--- src/rtl/seg7_number_display_if.sv ---
// Value/mode request and seven-segment image bundle for seg7_number_display.
// The master drives the number to show; the slave returns the segment image and status.
interface seg7_number_display_if #(
  parameter int unsigned WIDTH  = 8,
  parameter int unsigned DIGITS = 3
) ();
  logic [WIDTH-1:0]    value;
  logic                hex_mode;
  logic [7*DIGITS-1:0] segments;
  logic                busy;
  logic                overflow;

  modport master (
    output value,
    output hex_mode,
    input  segments,
    input  busy,
    input  overflow
  );

  modport slave (
    input  value,
    input  hex_mode,
    output segments,
    output busy,
    output overflow
  );
endinterface

--- src/rtl/seg7_number_display.sv ---
// Binary to seven-segment display driver, decimal via serial double-dabble or direct hex.
// Define SEG7_NUMBER_DISPLAY_LZB_EN to blank leading zero digits.
module seg7_number_display #(
  parameter int unsigned WIDTH  = 8,
  parameter int unsigned DIGITS = 3
) (
  input logic                  clock,
  input logic                  reset_n,
  seg7_number_display_if.slave bus
);
  // Five BCD digits cover the largest legal input (65535), so overflow is visible in the upper nibbles.
  localparam int unsigned BcdW = 20;
  localparam int unsigned CntW = $clog2(WIDTH);

  typedef enum logic [1:0] {StIdle, StConvert, StUpdate} state_e;

  state_e              state_q, state_d;
  logic [WIDTH-1:0]    cap_value_q, cap_value_d;
  logic [WIDTH-1:0]    shift_q, shift_d;
  logic                cap_hex_q, cap_hex_d;
  logic                done_q, done_d;
  logic [BcdW-1:0]     bcd_q, bcd_d, bcd_adj, src;
  logic [CntW-1:0]     cnt_q, cnt_d;
  logic [7*DIGITS-1:0] seg_q, seg_d, seg_img;
  logic                ovf_q, ovf_d, ovf_img;
  logic                start, last_bit;

  function automatic logic [6:0] glyph(input logic [3:0] n);
    logic [6:0] g;
    unique case (n)
      4'h0: g = 7'h40;
      4'h1: g = 7'h79;
      4'h2: g = 7'h24;
      4'h3: g = 7'h30;
      4'h4: g = 7'h19;
      4'h5: g = 7'h12;
      4'h6: g = 7'h02;
      4'h7: g = 7'h78;
      4'h8: g = 7'h00;
      4'h9: g = 7'h10;
      4'hA: g = 7'h08;
      4'hB: g = 7'h03;
      4'hC: g = 7'h46;
      4'hD: g = 7'h21;
      4'hE: g = 7'h06;
      4'hF: g = 7'h0E;
    endcase
    return g;
  endfunction

  assign start    = !done_q || (bus.value != cap_value_q) || (bus.hex_mode != cap_hex_q);
  assign last_bit = (cnt_q == CntW'(WIDTH - 1));

  always_ff @(posedge clock or negedge reset_n) begin
    if (!reset_n) begin
      state_q <= StIdle;
    end else begin
      state_q <= state_d;
    end
  end

  always_comb begin
    state_d = state_q;
    unique case (state_q)
      StIdle:    if (start) state_d = bus.hex_mode ? StUpdate : StConvert;
      StConvert: if (last_bit) state_d = StUpdate;
      StUpdate:  state_d = StIdle;
      default:   state_d = StIdle;
    endcase
  end

  always_comb begin
    bus.busy = (state_q != StIdle);
  end

  always_comb begin
    bcd_adj = bcd_q;
    for (int i = 0; i < int'(BcdW / 4); i++) begin
      if (bcd_q[4*i +: 4] >= 4'd5) bcd_adj[4*i +: 4] = bcd_q[4*i +: 4] + 4'd3;
    end
  end

  // Next display image; decimal reads the finished BCD, hex reads the captured value directly.
  always_comb begin
`ifdef SEG7_NUMBER_DISPLAY_LZB_EN
    logic lead;
    lead = 1'b1;
`endif
    src     = cap_hex_q ? BcdW'(cap_value_q) : bcd_q;
    ovf_img = |(src >> (4 * DIGITS));
    seg_img = '1;
    for (int d = int'(DIGITS) - 1; d >= 0; d--) begin
`ifdef SEG7_NUMBER_DISPLAY_LZB_EN
      if (lead && (src[4*d +: 4] == 4'd0) && (d != 0)) begin
        seg_img[7*d +: 7] = 7'h7F;
      end else begin
        lead              = 1'b0;
        seg_img[7*d +: 7] = glyph(src[4*d +: 4]);
      end
`else
      seg_img[7*d +: 7] = glyph(src[4*d +: 4]);
`endif
    end
  end

  always_comb begin
    cap_value_d = cap_value_q;
    cap_hex_d   = cap_hex_q;
    shift_d     = shift_q;
    bcd_d       = bcd_q;
    cnt_d       = cnt_q;
    seg_d       = seg_q;
    ovf_d       = ovf_q;
    done_d      = done_q;
    unique case (state_q)
      StIdle: begin
        if (start) begin
          cap_value_d = bus.value;
          cap_hex_d   = bus.hex_mode;
          shift_d     = bus.value;
          bcd_d       = '0;
          cnt_d       = '0;
        end
      end
      StConvert: begin
        bcd_d   = BcdW'({bcd_adj, shift_q[WIDTH-1]});
        shift_d = shift_q << 1;
        cnt_d   = cnt_q + CntW'(1);
      end
      StUpdate: begin
        seg_d  = seg_img;
        ovf_d  = ovf_img;
        done_d = 1'b1;
      end
      default: ;
    endcase
  end

  always_ff @(posedge clock or negedge reset_n) begin
    if (!reset_n) begin
      cap_value_q <= '0;
      cap_hex_q   <= 1'b0;
      shift_q     <= '0;
      bcd_q       <= '0;
      cnt_q       <= '0;
      seg_q       <= '1;
      ovf_q       <= 1'b0;
      done_q      <= 1'b0;
    end else begin
      cap_value_q <= cap_value_d;
      cap_hex_q   <= cap_hex_d;
      shift_q     <= shift_d;
      bcd_q       <= bcd_d;
      cnt_q       <= cnt_d;
      seg_q       <= seg_d;
      ovf_q       <= ovf_d;
      done_q      <= done_d;
    end
  end

  assign bus.segments = seg_q;
  assign bus.overflow = ovf_q;
endmodule
--- src/flat_wrapper.sv ---
// flat-port wrapper written by rule: the top's interface ports become plain ports
module seg7_number_display_flat 
#(
  parameter int unsigned WIDTH  = 8,
  parameter int unsigned DIGITS = 3
)
  (clock, reset_n, bus_value, bus_hex_mode, bus_segments, bus_busy, bus_overflow);
  seg7_number_display_if #(.WIDTH(WIDTH), .DIGITS(DIGITS)) bus_i ();
  input logic clock;
  input logic reset_n;
  input wire logic [$bits(bus_i.value)-1:0] bus_value;
  input wire logic [$bits(bus_i.hex_mode)-1:0] bus_hex_mode;
  output wire logic [$bits(bus_i.segments)-1:0] bus_segments;
  output wire logic [$bits(bus_i.busy)-1:0] bus_busy;
  output wire logic [$bits(bus_i.overflow)-1:0] bus_overflow;
  assign bus_i.value = bus_value;
  assign bus_i.hex_mode = bus_hex_mode;
  assign bus_segments = bus_i.segments;
  assign bus_busy = bus_i.busy;
  assign bus_overflow = bus_i.overflow;
  seg7_number_display #(.WIDTH(WIDTH), .DIGITS(DIGITS)) u_core (.clock(clock), .reset_n(reset_n), .bus(bus_i));
endmodule
--- config.mk ---
export PLATFORM = sky130hd
export DESIGN_NAME = seg7_number_display_flat
export DESIGN_NICKNAME = d
export VERILOG_FILES = /design/src/rtl/seg7_number_display_if.sv /design/src/rtl/seg7_number_display.sv /design/src/flat_wrapper.sv
export SDC_FILE = /design/constraint.sdc
export NUM_CORES = 1
export LEC_CHECK = 0
export CAP_MARGIN = 20
export CORE_MARGIN = 2
export CORE_UTILIZATION = 41
export DETAILED_ROUTE_END_ITERATION = 12
export HOLD_SLACK_MARGIN = 0.03
export PLACE_DENSITY = 0.62
export SLEW_MARGIN = 20
export SYNTH_ARGS = -nofsm -noshare
export SYNTH_HDL_FRONTEND = slang
export SYNTH_SLANG_ARGS = --single-unit
--- constraint.sdc ---
create_clock -name clock -period 2.19 [get_ports clock]
set_input_delay 0.657 -clock clock [delete_from_list [all_inputs] [get_ports clock]]
set_output_delay 0.657 -clock clock [all_outputs]
set_load 0.05 [all_outputs]
==> summary.md, run 1 <==
| Metric | Value |
|---|---|
| Crit-path cells | clkdlybuf4s50_1 -> xnor2_2 -> nand4_4 -> o41ai_4 -> buf_4 -> a22o_1 |
| Number of placement rows | 36 |
| Placed Instance Area | ~4700 sq um |
| DR vias/cell | 5.38 |
| Req. time, crit path | about 2.5 ns |
| Die ar. | 10700 sq um |
| DIE WIDTH | between 100 and 150 um |
| Final WL | 8900 um |
| Tot Pwr | about 7 mW |
| Netlist cell types | approximately 60 |
| FF-to-FF End | u_core.bus.segments[3] |
| Worst-Skew Late Latency | between 0.3 and 0.4 ns |
| Remaining antenna violation count | 0 |
| Final period utilization | 95.8% |
| Clk_skew | a little over 0.01 ns |
| Critical Path AT | approximately 2.4 ns |
| Post-synth top area cell | dfrtp_1 |
| Top-area cell type share of the netlist area | a little over a quarter |
| DR WL/cell | approximately 15 um |
| Cell count after synthesis | 387 |
| First-pass GRT wire length | approximately 15000 um |
| Initial Util | 42.0% |
| Antenna violations before repair | 0 |
| Final Setup Violations | 0 |
| #FFs+latches synth | between 60 and 70 |
| DRC Markers | 0 |
| Hold-fix buffers, CTS | 0 |
| Leakage | between 2 and 2.5 nW |
| Worst r2r src | u_core.cap_hex_q |
| Post-synth ARST share | 100% |
| PortBufs | 33 |
| Highest clock rate | between 400 and 500 MHz |
| Initial DRC Count | between 100 and 150 |
| Clock-pin slew on the worst setup and hold paths | ~0.070 ns |
| Critical path class | in2reg |
| Via count | about 3200 |
| Dpl ws | -0.241 ns |
| Max VDD drop | ~0.00073 V |
| Seq/Total Area, Yosys | about two fifths |
| Worst stage delay on the critical path | ~0.46 ns |
| Die Y | a little over 100 um |
| Hold crit path type | in2async |
| Syn nets | 428 |
| R2r setup slk | about 0.15 ns |
| Unrepaired setup endpoints after global routing | no |
| Ant diodes | 0 |
| Synth Area per Inst | ~11 sq um |
| Area Growth Syn to Fin | 21.2% |
| CP startpoint kind | primary input |
| EDFF count, synth | 0 |
| Reg2reg path depth | 5 |
| Clk root buf | clkbuf_8 |
| Slowest cell on the critical path | clkdlybuf4s50_1 |
| Clock buffer depth | 2 |
| Critical Path End Type | register |
| Post-synth top flop | dfrtp_1 |
| Core Box Area | around 9700 sq um |
| # nets final | 488 |
| Vias in the first global route | 3096 |
| Placed Cells | 569 |
| Status | complete, no violations |
| Drt first pass iters | 4 |
| Final HPWL DP | between 6000 and 7000 um |
| CTS tree | yes |
| Setup slack after layout | slightly above 0.09 ns |
| Grt ovf | 0 |
| Post-Syn Area | 4070 sq um |
| Max_slew headroom | 62.6% |
| Total GRT Usage | ~17% |
| Top post-synthesis cells by area | dfrtp_1 27%, dfstp_2 14%, ha_1 9.2% |
| Max FO, Critical Path | 11 |
| TritonCTS Buffers | 9 |
| Final Max Tran Viols | 0 |
| RePlAce Congestion | approximately 0.81 |
| Fraction of layout instances using a drive strength above 1 | between 20% and 30% |
| Max-capacitance violation count | 0 |
| Largest net degree at the start of global routing | 66 |
| I/O pins | 34 |
| Worst slew pin tran | roughly 0.56 ns |
| Pwr per Cell Area | roughly 1400 nW/um^2 |
| Finished layout cell area | 4930 sq um |
| H-tree lvl count | 3 |
| Ys Warns | 0 |
| Clock Sinks | 65 |
| Non-filler instance count after layout | roughly 590 |
| Fin. Hold Viols | 0 |
| Tmin final | around 2.1 ns |
## flip-flops by register name (all words and copies together), names as in the netlist
signal	flops
u_core.bus.segments	21
u_core.bcd_q	20
u_core.cap_value_q	8
u_core.shift_q	8
u_core.cnt_q	3
u_core.state_q	2
u_core.bus.overflow	1
u_core.cap_hex_q	1
u_core.done_q	1
## layout by cell type (no fill, tap or decap), types with 3 or more instances in the layout
cell	Yosys	final
clkbuf_8	0	10
o2bb2ai_1	5	5
xnor2_2	4	4
mux2_1	3	3
xor2_1	3	3
nor3_1	9	9
dfrtp_1	44	43
a22o_1	12	12
mux2_2	17	17
xnor2_1	10	10
o21ai_0	13	13
buf_4	1	54
o22a_1	12	12
inv_1	18	18
clkdlybuf4s50_1	0	9
a21o_1	5	5
o2bb2ai_2	3	3
ha_1	30	30
nand2b_1	11	11
o221a_1	7	7
nor4_1	3	3
mux2i_1	16	14
dfstp_2	21	21
o21ai_1	11	11
a31oi_1	3	3
nor2_1	12	12
o22ai_1	8	8
nand2_1	44	44
a21oi_1	10	10
## per-stage QoR
stage / hold WS [ns] / setup TNS, ns / utilization, %
4_1_cts: 0.326 / 0 / 50.9
5_1_grt: 0.328 / 0 / 50.9
3_3_place_gp: 0.449 / -5.99 / 48.6
6_report: 0.313 / 0 / 50.9
3_5_place_dp: 0.453 / -5.83 / 48.6
2_1_floorplan: 0.361 / 0 / -
## cells in the mapped netlist (2+ instances only)
master,number
o2bb2ai_2,3
inv_1,18
o22ai_1,8
dfrtp_1,44
xor2_1,3
o31ai_1,2
a211oi_1,2
and2_1,2
nor3_1,9
o41ai_1,2
nand2_1,44
nor4_1,3
dfstp_2,21
a21oi_1,10
inv_2,2
a21o_1,5
o2bb2ai_1,5
clkbuf_1,8
a31oi_1,3
mux2_1,3
mux2_2,17
nand2b_1,11
buf_2,4
o221a_1,7
xnor2_1,10
xnor2_2,4
a22o_1,12
o21ai_1,11
nor2_1,12
nor3b_1,2
o21ai_0,13
o22a_1,12
mux2i_1,16
ha_1,30
nand4_1,2
buf_1,3
a32oi_1,2
## layer usage
metal / track usage (%) / vias up / share of wire [%]
met4: 6.56 / 0 / 0.63
met2: 27.2 / 54 / 47
met5: 0 / - / 0
met1: 24.3 / 1560 / 50
li1: - / 1532 / -
met3: 2.64 / 4 / 2.8
## worst max path at each step
stage / startpoint / endpoint / slack (ns) / cells past startpoint
5_1_grt: bus_value[5] / u_core.cap_value_q[4] / 0.006 / 6
6_report: bus_value[1] / u_core.bcd_q[15] / 0.09 / 6
2_1_floorplan: u_core.cap_hex_q / u_core.bus.segments[3] / 0.04 / 6
3_3_place_gp: bus_value[0] / u_core.cnt_q[0] / -0.25 / 6
4_1_cts: u_core.cap_hex_q / u_core.bus.segments[3] / 0.05 / 5
3_5_place_dp: bus_value[0] / u_core.cnt_q[0] / -0.24 / 6
## power breakdown
| part | internal, mW | switching, mW | total, mW |
|---|---|---|---|
| clock network | 0.664 | 0.469 | 1.13 |
| logic | 1.62 | 2.11 | 3.73 |
| registers | 1.67 | 0.435 | 2.10 |
## cell type report
type                       count  area (sq um)
fill                         883          4750
multi-input combinational    284          2270
sequential                    65          1650
timing repair buffer          66           541
tap                          133           166
clock buffer                  10           138
clock inverter                 6          81.3
inverter                      21          78.8
## logic make-up (layout without fill, tap and decap cells)
logic type / Yosys count / after routing / share of synthesized area (%)
compound gates: 105 / 105 / 20.2
xor+xnor: 17 / 17 / 4.40
fa+ha+maj: 30 / 30 / 9.23
buf+inv: 38 / 103 / 3.91
flops: 65 / 65 / 40.6
mux: 37 / 37 / 10.0
simple gates: 95 / 95 / 11.6
## critical path: cells and delay by family
family	cells	cell delay [ns]
and+or+nand+nor	1	0.18
buffers and inverters	2	0.71
xor gates and xnor gates	1	0.27
AOI/OAI and AO/OA	2	0.55
## repair_timing
item / in CTS / in global routing
gates resized for setup: 0 / 2
setup buffers: 0 / 0
setup endpoints to repair: 0 / 6
Power figures use the tool's default switching activity.
==> inputs of run 2 (changes only) <==
CORE_ASPECT_RATIO = 0.75   (was default)
DONT_BUFFER_PORTS = 1   (was default)
PLACE_DENSITY = 0.57   (was 0.62)
==> summary.md, run 2 (synthesis results as in run 1) <==
| Metric | Value |
|---|---|
| Max FO, Critical Path | 11 |
| Ant diodes | 0 |
| Final Setup Violations | 0 |
| Via count | slightly below 3000 |
| DR WL/cell | between 15 and 20 um |
| DRC Markers | 0 |
| Remaining antenna violation count | 0 |
| TritonCTS Buffers | 9 |
| P_sw | around 3 mW |
| Clock Sinks | 65 |
| Max reg flops | 21 |
| Worst-Skew Late Latency | roughly 0.34 ns |
| H-tree lvl count | 3 |
| Hold crit path type | in2async |
| Leakage | ~2.0 nW |
| WL met3 | ~590 um |
| Number of placement rows | 31 |
| Combinational power share | 42.9% |
| Finished layout cell area | roughly 4600 sq um |
| PortBufs | 0 |
| Die ar. | 10700 sq um |
| Internal Pwr Total | between 3 and 4 mW |
| Drt first pass iters | 5 |
| Highest clock rate | 498 MHz |
| Clock buffer depth | 2 |
| I/O pins | 34 |
| Sw Ratio | between 40% and 50% |
| DIE WIDTH | around 120 um |
| Final period utilization | between 90% and 100% |
| Antenna violations before repair | 0 |
| Final Core Density | between 40% and 50% |
| Setup slack after layout | around 0.18 ns |
| Tot Pwr | roughly 7.0 mW |
| Max-capacitance violation count | 0 |
| Max VDD drop | between 0.0008 and 0.0009 V |
| Worst stage delay on the critical path | between 0.6 and 0.7 ns |
| Die Y | 90.2 um |
| Final Max Tran Viols | 0 |
| Clock power share | 19.8% |
| Fraction of layout instances using a drive strength above 1 | between 20% and 30% |
| Slowest cell on the critical path | dfrtp_1 |
| Final HPWL DP | 6280 um |
| Unrepaired setup endpoints after global routing | no |
| Worst slew pin tran | approximately 0.62 ns |
| Area Growth Syn to Fin | 14.0% |
| # nets final | between 400 and 500 |
| Core Box Area | between 9000 and 10000 sq um |
| Met1 WL | 4560 um |
| CTS tree | yes |
| Initial DRC Count | roughly 160 |
| Critical path class | reg2out |
| CP startpoint kind | register |
| Placed Cells | 520 |
| Total GRT Usage | 17.8% |
| Tmin final | about 2 ns |
| Non-filler instance count after layout | ~540 |
| Fin Setup TNS | 0 ns |
| DR vias/cell | between 5 and 6 |
| RePlAce Congestion | approximately 0.86 |
| Critical Path AT | ~1.4 ns |
| Setup bufs post-CTS | 0 |
| Dpl ws | ~0.16 ns |
| Hold slack | between 0.15 and 0.2 ns |
| Top Metal Used | met4 |
| Grt ovf | 0 |
| Placed Instance Area | 4320 sq um |
| Crit-path cells | nor2_2 -> inv_2 |
| Clock-pin slew on the worst setup and hold paths | 0.05 ns |
| Met2 Wirelength | 3720 um |
| Max_slew headroom | between 50% and 60% |
| Fin. Hold Viols | 0 |
| Commonest non-fill, non-tap cells in the layout | 44 x nand2_1, 44 x dfrtp_1, 30 x ha_1 |
| Vias in the first global route | roughly 2900 |
| Clk_skew | 0.00643 ns |
| Sequential share of power | between 30% and 40% |
| Pwr per Cell Area | between 1000 and 1500 nW/um^2 |
| Critical Path End Type | output pin |
| Req. time, crit path | roughly 1.5 ns |
| Initial Util | 42.1% |
| Largest net degree at the start of global routing | 45 |
| First-pass GRT wire length | ~15000 um |
| Clk root buf | clkbuf_16 |
| Final WL | 8930 um |
| Status | complete, no violations |
-- run 2: worst max-delay path, delay by kind of cell (launching register included) --
kind	cells	cell delay, ns
buffers and inverters	1	0.25
DFF	1	0.66
and+or+nand+nor	1	0.10
-- run 2: final cells by class --
| class | count | area, sq um |
|---|---|---|
| multi-input cells | 284 | 2270 |
| well taps | 132 | 165 |
| flip-flops and latches | 65 | 1650 |
| repair buffers | 19 | 188 |
| inverters | 21 | 78.8 |
| clock buffers | 12 | 236 |
| fillers | 872 | 5020 |
| clock inverters | 4 | 43.8 |
-- run 2: path summary, 6_finish.rpt --
path	from	to	slack, ns	depth (start not counted)
max	u_core.state_q[1]	bus_busy	0.18	2
min	reset_n	u_core.bcd_q[10]	0.16	1
max reg2reg	u_core.cap_hex_q	u_core.bus.segments[3]	0.18	5
min reg2reg	u_core.done_q	u_core.done_q	0.50	1
max in group asynchronous	reset_n	u_core.shift_q[1]	1.82	1
min in group clock	bus_hex_mode	u_core.state_q[0]	0.42	1
-- run 2: power by group through the flow --
stage / Sequential [mW] / Clock, mW / Combinational (mW)
after floorplan: 2.41 / 0 / 2.30
after global placement: 2.61 / 0 / 2.90
after detailed placement: 2.61 / 0 / 2.93
after CTS: 2.59 / 1.42 / 2.98
after global routing: 2.65 / 1.47 / 3.29
final: 2.59 / 1.38 / 2.98
-- run 2: timing repair --
action,4_1_cts,5_1_grt
hold endpoints to repair,44,0
endpoints found under the setup margin,0,1
resized for setup,0,1
hold buffers,1,0
-- run 2: routing by layer --
layer,up-vias,GRT usage [%]
met3,8,7.49
li1,1434,-
met5,-,0
met2,75,25.2
met4,0,4.86
met1,1431,24.9
==> inputs of run 3 (changes only) <==
HOLD_SLACK_MARGIN = 0.06   (was 0.03)
==> results of run 3 <==
Same layout as run 2: the final DEF is identical, and so are final timing and power.
